## src/rtl/unary_pkg.sv

```systemverilog
// Shared types for the unary accumulator array: controller states and default lane types.
// The lane typedefs describe the default configuration (WIDTH=8, ACC_WIDTH=16).
package unary_pkg;

  localparam int DEFAULT_WIDTH     = 8;
  localparam int DEFAULT_ACC_WIDTH = 2 * DEFAULT_WIDTH;

  typedef enum logic [1:0] {
    IDLE  = 2'd0,
    ARM   = 2'd1,
    ACCUM = 2'd2,
    OUT   = 2'd3
  } state_t;

  typedef logic signed [DEFAULT_WIDTH-1:0]     weight_t;
  typedef logic signed [DEFAULT_ACC_WIDTH-1:0] acc_t;

endpackage

```

## src/rtl/unary_accumulator_array_if.sv

```systemverilog
// Result port of the unary accumulator array: per-lane sums, overflow and stream length.
// The producer holds every field stable while out_valid is high and out_ready is low.
interface unary_accumulator_array_if #(
  parameter int DIM       = 4,
  parameter int WIDTH     = 8,
  parameter int ACC_WIDTH = 2 * WIDTH
);

  logic                            out_valid;
  logic                            out_ready;
  logic [DIM-1:0][ACC_WIDTH-1:0]   acc_out;
  logic [DIM-1:0]                  overflow;
  logic [WIDTH-1:0]                stream_len;

  modport master (
    output out_valid, acc_out, overflow, stream_len,
    input  out_ready
  );

  modport slave (
    input  out_valid, acc_out, overflow, stream_len,
    output out_ready
  );

endinterface

```

## src/rtl/unary_mac_lane.sv

```systemverilog
// One lane: captured signed weight, added or subtracted from a wrapping accumulator per unary bit.
// Single-cycle update; overflow is sticky until the next load.
module unary_mac_lane #(
  parameter int WIDTH     = 8,
  parameter int ACC_WIDTH = 2 * WIDTH
) (
  input  logic                        clk,
  input  logic                        reset_n,
  input  logic                        load,
  input  logic                        en,
  input  logic [WIDTH-1:0]            weight,
  input  logic                        unary,
  input  logic                        neg,
  output logic signed [ACC_WIDTH-1:0] acc,
  output logic                        ovf
);

  logic signed [WIDTH-1:0]     w_q;
  logic signed [ACC_WIDTH-1:0] w_ext;
  logic signed [ACC_WIDTH-1:0] operand;
  logic signed [ACC_WIDTH-1:0] sum;
  logic                        step_ovf;

  // Extending before negation keeps -2^(WIDTH-1) representable when subtracted.
  always_comb begin
    w_ext    = {{(ACC_WIDTH-WIDTH){w_q[WIDTH-1]}}, w_q};
    operand  = neg ? -w_ext : w_ext;
    sum      = acc + operand;
    step_ovf = (acc[ACC_WIDTH-1] == operand[ACC_WIDTH-1]) &&
               (sum[ACC_WIDTH-1] != acc[ACC_WIDTH-1]);
  end

  always_ff @(posedge clk or negedge reset_n) begin
    if (!reset_n) begin
      w_q <= '0;
      acc <= '0;
      ovf <= 1'b0;
    end else if (load) begin
      w_q <= weight;
      acc <= '0;
      ovf <= 1'b0;
    end else if (en && unary) begin
      acc <= sum;
      if (step_ovf) ovf <= 1'b1;
    end
  end

endmodule

```

## src/rtl/unary_accumulator_array.sv

```systemverilog
// Multiplies DIM sign-magnitude unary streams by captured weights; result N+2 cycles after start.
// Result is held on a valid/ready port; start is ignored until the result is taken.
module unary_accumulator_array
  import unary_pkg::*;
#(
  parameter int DIM       = 4,
  parameter int WIDTH     = 8,
  parameter int ACC_WIDTH = 2 * WIDTH
) (
  input  logic                          clk,
  input  logic                          reset_n,
  input  logic                          start,
  input  logic [DIM-1:0][WIDTH-1:0]     weight,
  input  logic [DIM-1:0]                unary_in,
  input  logic [DIM-1:0]                neg_in,
  input  logic                          stream_done,
  output logic                          count_en,
  output logic                          busy,
  unary_accumulator_array_if.master     result
);

  state_t                        state;
  logic [WIDTH-1:0]              cycle_cnt;
  logic [WIDTH-1:0]              cnt_next;
  logic [DIM-1:0][ACC_WIDTH-1:0] acc;
  logic [DIM-1:0]                ovf;
  logic                          load;
  logic                          lane_en;

  assign load     = (state == IDLE) && start;
  // The done cycle carries no upstream contributions, so lanes sit still.
  assign lane_en  = (state == ACCUM) && !stream_done;
  assign cnt_next = (cycle_cnt == '1) ? cycle_cnt : cycle_cnt + WIDTH'(1);

  for (genvar i = 0; i < DIM; i++) begin : g_lane
    unary_mac_lane #(
      .WIDTH     (WIDTH),
      .ACC_WIDTH (ACC_WIDTH)
    ) u_lane (
      .clk     (clk),
      .reset_n (reset_n),
      .load    (load),
      .en      (lane_en),
      .weight  (weight[i]),
      .unary   (unary_in[i]),
      .neg     (neg_in[i]),
      .acc     (acc[i]),
      .ovf     (ovf[i])
    );
  end

  always_ff @(posedge clk or negedge reset_n) begin
    if (!reset_n) begin
      state             <= IDLE;
      count_en          <= 1'b0;
      busy              <= 1'b0;
      cycle_cnt         <= '0;
      result.out_valid  <= 1'b0;
      result.acc_out    <= '0;
      result.overflow   <= '0;
      result.stream_len <= '0;
    end else begin
      case (state)
        IDLE: begin
          if (start) begin
            state     <= ARM;
            busy      <= 1'b1;
            cycle_cnt <= '0;
          end
        end
        ARM: begin
          state    <= ACCUM;
          count_en <= 1'b1;
        end
        ACCUM: begin
          cycle_cnt <= cnt_next;
          if (stream_done) begin
            state             <= OUT;
            count_en          <= 1'b0;
            result.out_valid  <= 1'b1;
            result.acc_out    <= acc;
            result.overflow   <= ovf;
            result.stream_len <= cnt_next;
          end
        end
        OUT: begin
          if (result.out_ready) begin
            state            <= IDLE;
            busy             <= 1'b0;
            result.out_valid <= 1'b0;
          end
        end
        default: state <= IDLE;
      endcase
    end
  end

endmodule
```

## src/flat_wrapper.sv

```systemverilog
// flat-port wrapper written by rule: the top's interface ports become plain ports
module unary_accumulator_array_flat import unary_pkg::*;
#(
  parameter int DIM       = 4,
  parameter int WIDTH     = 8,
  parameter int ACC_WIDTH = 2 * WIDTH
)
  (clk, reset_n, start, weight, unary_in, neg_in, stream_done, count_en, busy, result_out_valid, result_acc_out, result_overflow, result_stream_len, result_out_ready);
  unary_accumulator_array_if #(.DIM(DIM), .WIDTH(WIDTH), .ACC_WIDTH(ACC_WIDTH)) result_i ();
  input  logic clk;
  input  logic reset_n;
  input  logic start;
  input  logic [DIM-1:0][WIDTH-1:0] weight;
  input  logic [DIM-1:0] unary_in;
  input  logic [DIM-1:0] neg_in;
  input  logic stream_done;
  output logic count_en;
  output logic busy;
  output wire logic [$bits(result_i.out_valid)-1:0] result_out_valid;
  output wire logic [$bits(result_i.acc_out)-1:0] result_acc_out;
  output wire logic [$bits(result_i.overflow)-1:0] result_overflow;
  output wire logic [$bits(result_i.stream_len)-1:0] result_stream_len;
  input wire logic [$bits(result_i.out_ready)-1:0] result_out_ready;
  assign result_out_valid = result_i.out_valid;
  assign result_acc_out = result_i.acc_out;
  assign result_overflow = result_i.overflow;
  assign result_stream_len = result_i.stream_len;
  assign result_i.out_ready = result_out_ready;
  unary_accumulator_array #(.DIM(DIM), .WIDTH(WIDTH), .ACC_WIDTH(ACC_WIDTH)) u_core (.clk(clk), .reset_n(reset_n), .start(start), .weight(weight), .unary_in(unary_in), .neg_in(neg_in), .stream_done(stream_done), .count_en(count_en), .busy(busy), .result(result_i));
endmodule
```

## config.mk

```make
export PLATFORM = sky130hd
export DESIGN_NAME = unary_accumulator_array_flat
export DESIGN_NICKNAME = d
export VERILOG_FILES = /design/src/rtl/unary_pkg.sv /design/src/rtl/unary_accumulator_array_if.sv /design/src/rtl/unary_mac_lane.sv /design/src/rtl/unary_accumulator_array.sv /design/src/flat_wrapper.sv
export SDC_FILE = /design/constraint.sdc
export NUM_CORES = 1
export LEC_CHECK = 0
export ABC_AREA = 1
export CORE_ASPECT_RATIO = 1.1
export CORE_MARGIN = 2
export CORE_UTILIZATION = 30
export CTS_CLUSTER_DIAMETER = 30
export DETAILED_ROUTE_END_ITERATION = 8
export PLACE_DENSITY = 0.53
export SETUP_SLACK_MARGIN = 0.2
export SYNTH_ARGS = -nofsm -noshare
export SYNTH_HDL_FRONTEND = slang
export SYNTH_SLANG_ARGS = --single-unit
```

## constraint.sdc

```tcl
create_clock -name clk -period 5.9 [get_ports clk]
set_input_delay 1.18 -clock clk [delete_from_list [all_inputs] [get_ports clk]]
set_output_delay 1.18 -clock clk [all_outputs]
set_load 0.03 [all_outputs]
```

==> impl_results.md <==
* Initial antenna violation count at 1
* Outcome: complete, but fails checks
* Reg clk slew, reported paths at 0.07 ns
* CTS Buffer Depth at 2
* Crit path cell chain: clkdlybuf4s50_1 -> inv_1 -> a21oi_1 -> xor2_1 -> ha_1 -> nand2_1 -> inv_1 -> a21oi_1 -> nand2_1 -> nand2_1 -> nand3_1 -> nand3_1 -> nand2_1
* Hold slack final at 0.479 ns
* Number of synthesized flops with an enable pin at 0
* Crit Path Category: in2reg
* Fmax at 291 MHz
* CTS tree: done
* Root buffer cell: clkbuf_16
* Worst slew pin tran at 0.742 ns
* Total power at 8.11 mW
* Drt first pass iters at 8
* FF+latch count, synth at 189
* Setup TNS at 0 ns
* Power Density at 565 mW/mm^2
* Vias in the first global route at 10833
* Max Slew Vio Count at 0
* Routed wire length at 34500 um
* Hold Path Class: reg2reg
* Total track usage at 0.175
* Clock H-tree levels at 4
* Core area at 0.0393 mm^2
* Post-DP HPWL at 26100 um
* Syn Area/Cell at 6.98 um^2
* Fin crit share at 0.582
* Antenna diodes at 0
* DIE HEIGHT at 213 um
* Async set-reset flop share out of synthesis at 1.00
* Area after DPL at 0.0137 mm^2
* Post-CTS Resized at 0
* Clock skew at 0.0127 ns
* Initial Utilization at 0.305
* Final setup vio count at 0
* Die X at 194 um
* Max incr delay on CP at 0.88 ns
* Drt drc at 9
* DRT iter0 DRCs at 683
* Layout cells sized above 1 at 0.0352
* Via density per instance at 4.62
* FF-to-FF setup slack at 2.93 ns
* Clock sink count at 189
* Largest net degree at the start of global routing at 76
* Top FF cell, synth: dfrtp_1
* Worst path top cell family by delay: buffers and inverters
* Slew HR at 0.505
* Routed Antenna Nets at 0
* Warnings, synthesis at 0
* Synth Net Count at 1836
* Worst vdd ir at 0.228 mV
* Critical Path RT at 6.26 ns
* Routed WL per cell at 14.7 um
* Synth Instances at 1714
* CTS buffer count at 17
* Maxcap violations at 0
* Final net count at 1953
* Worst path buffer plus inverter count at 3
* Placer congestion estimate at 0.870
* Gr ovfl total at 0
* Cell with the most instances on the worst path: nand2_1
* Netlist cell types at 37
* Leakage at 7.56 nW
* Final core occ at 0.365
* Port bufs at 123
* Min Tclk post-route at 3.43 ns
* Worst Path Max Fanout at 15
* First-pass GRT wire length at 57400 um
* Setup Buffers After CTS at 0
* Clock latency reported for the late side of the worst-skew pair at 0.47 ns
* Die ar. at 0.0415 mm^2
* Hold Fails Final Rpt at 0
* Sequential share of the synthesized area at 0.395
* Via Count at 10862
* Hold buffers post-CTS at 0
* Failing checks: design-rule violations
* Slowest stage cell, crit path: clkdlybuf4s50_1
* Critical Path End Type: register
* Area growth syn-to-layout at 20.0%
* Synth Cell Area at 0.0120 mm^2
* Startpoint Class: input port
* RSZ-0062 raised after global routing: false
* Critical path arrival at 3.79 ns
* Cell area after layout at 0.0144 mm^2
* # IOs at 124
* # rows at 76
## power breakdown
part	internal [mW]	switching, mW
Clock	0.693	0.554
Combinational	1.61	3.07
Sequential	1.80	0.383
## metal layers
metal,up-vias,track usage,part of all wire
met5,-,0,0.00038
met4,2,0.0477,0.012
met3,29,0.0267,0.037
met2,200,0.301,0.47
met1,4988,0.229,0.48
li1,5643,-,-
## placed cells by master, fill, tap and decap left out, types with 2 or more instances in the layout
cell,n
nor3_1,9
nand4_1,18
or2_1,3
buf_4,7
nand3_1,107
inv_2,5
xnor2_1,2
ha_1,73
inv_6,4
clkbuf_16,17
clkinv_2,3
a21oi_1,79
nor2_2,5
bufinv_16,3
and2_1,12
clkdlybuf4s50_1,122
nor2_4,5
fa_1,4
inv_1,259
or2_2,2
o21ai_0,135
nand2_1,636
o211ai_1,2
a21o_1,3
nor2_1,84
xor2_1,18
dfrtp_1,189
nand2_2,4
o21ai_1,2
clkbuf_8,3
o22ai_1,16
## per-stage QoR
step,setup slack (ns),cells
final,2.47,2351
after global routing,2.14,2351
after CTS,2.45,2351
after detailed placement,1.97,2319
after global placement,1.98,2319
after floorplan,3.08,1714
## worst reg2reg max path: stages (launching register included)
cell     delay (ns)
dfrtp_1        0.40
inv_1          0.10
ha_1           0.15
inv_1          0.05
nor2_1         0.18
nand3_1        0.13
o21ai_0        0.47
a21oi_1        0.17
ha_1           0.42
nand2_1        0.13
nor2_1         0.18
and2_1         0.14
nand2_1        0.08
nand2_1        0.09
nand2_1        0.05
nand3_1        0.07
nand2_1        0.05
## area by class of cell
class                           instances  area (um^2)
Fill cell                            4169        24900
Multi-Input combinational cell       1228         6090
Sequential cell                       189         4730
Timing Repair Buffer                  130         1290
Inverter                              265          995
Tap cell                              507          634
Clock buffer                           20          457
Clock inverter                         12          156
## flip-flops by register name, summed over array words and instances (netlist names)
signal                    flops
u_core.cycle_cnt              8
u_core.result.overflow        4
u_core.g_lane.u_lane.ovf      4
u_core.state                  2
u_core.result.out_valid       1
u_core.g_lane.u_lane.w_q     32
u_core.result.stream_len      8
u_core.busy                   1
u_core.g_lane.u_lane.acc     64
u_core.result.acc_out        64
u_core.count_en               1
## kinds of logic after synthesis
logic type | count (synthesis) | share of synthesized area
simple gates | 890 | 0.307
fa+ha+maj | 77 | 0.0831
compound gates | 241 | 0.104
xor+xnor | 20 | 0.0146
flops | 189 | 0.395
buf+inv | 297 | 0.0958
## synthesized netlist by cell type, types with 3 or more instances
library cell	number	share of area
inv_2	5	0.0016
clkbuf_1	15	0.0047
buf_4	5	0.0031
inv_1	259	0.081
o21ai_0	135	0.056
nor2_4	5	0.0047
nand3_1	107	0.045
nor3_1	9	0.0038
nand4_1	18	0.0094
xor2_1	18	0.013
a21o_1	3	0.0019
or2_1	3	0.0016
and2_1	12	0.0063
ha_1	73	0.076
o22ai_1	16	0.0084
nand2_2	4	0.0021
a21oi_1	79	0.033
dfrtp_1	189	0.40
fa_1	4	0.0067
nor2_1	84	0.026
buf_2	10	0.0042
nand2_1	637	0.20
nor2_2	5	0.0026
## final timing paths
kind | from | cells past startpoint | to
max in group asynchronous | reset_n | 2 | u_core.g_lane[3].u_lane.w_q[7]$_DFFE_PN0P_
setup / recovery | neg_in[2] | 13 | u_core.g_lane[2].u_lane.acc[14]$_DFFE_PN0P_
min in group asynchronous | reset_n | 1 | u_core.result.acc_out[39]$_DFFE_PN0P_
hold / removal | u_core.g_lane[0].u_lane.ovf$_DFFE_PN0P_ | 2 | u_core.result.overflow[0]$_DFFE_PN0P_
setup reg to reg | u_core.g_lane[3].u_lane.w_q[0]$_DFFE_PN0P_ | 16 | u_core.g_lane[3].u_lane.ovf$_DFFE_PN0P_
hold reg to reg | u_core.g_lane[0].u_lane.ovf$_DFFE_PN0P_ | 2 | u_core.result.overflow[0]$_DFFE_PN0P_
No activity file was read; power rests on OpenSTA's default activity.
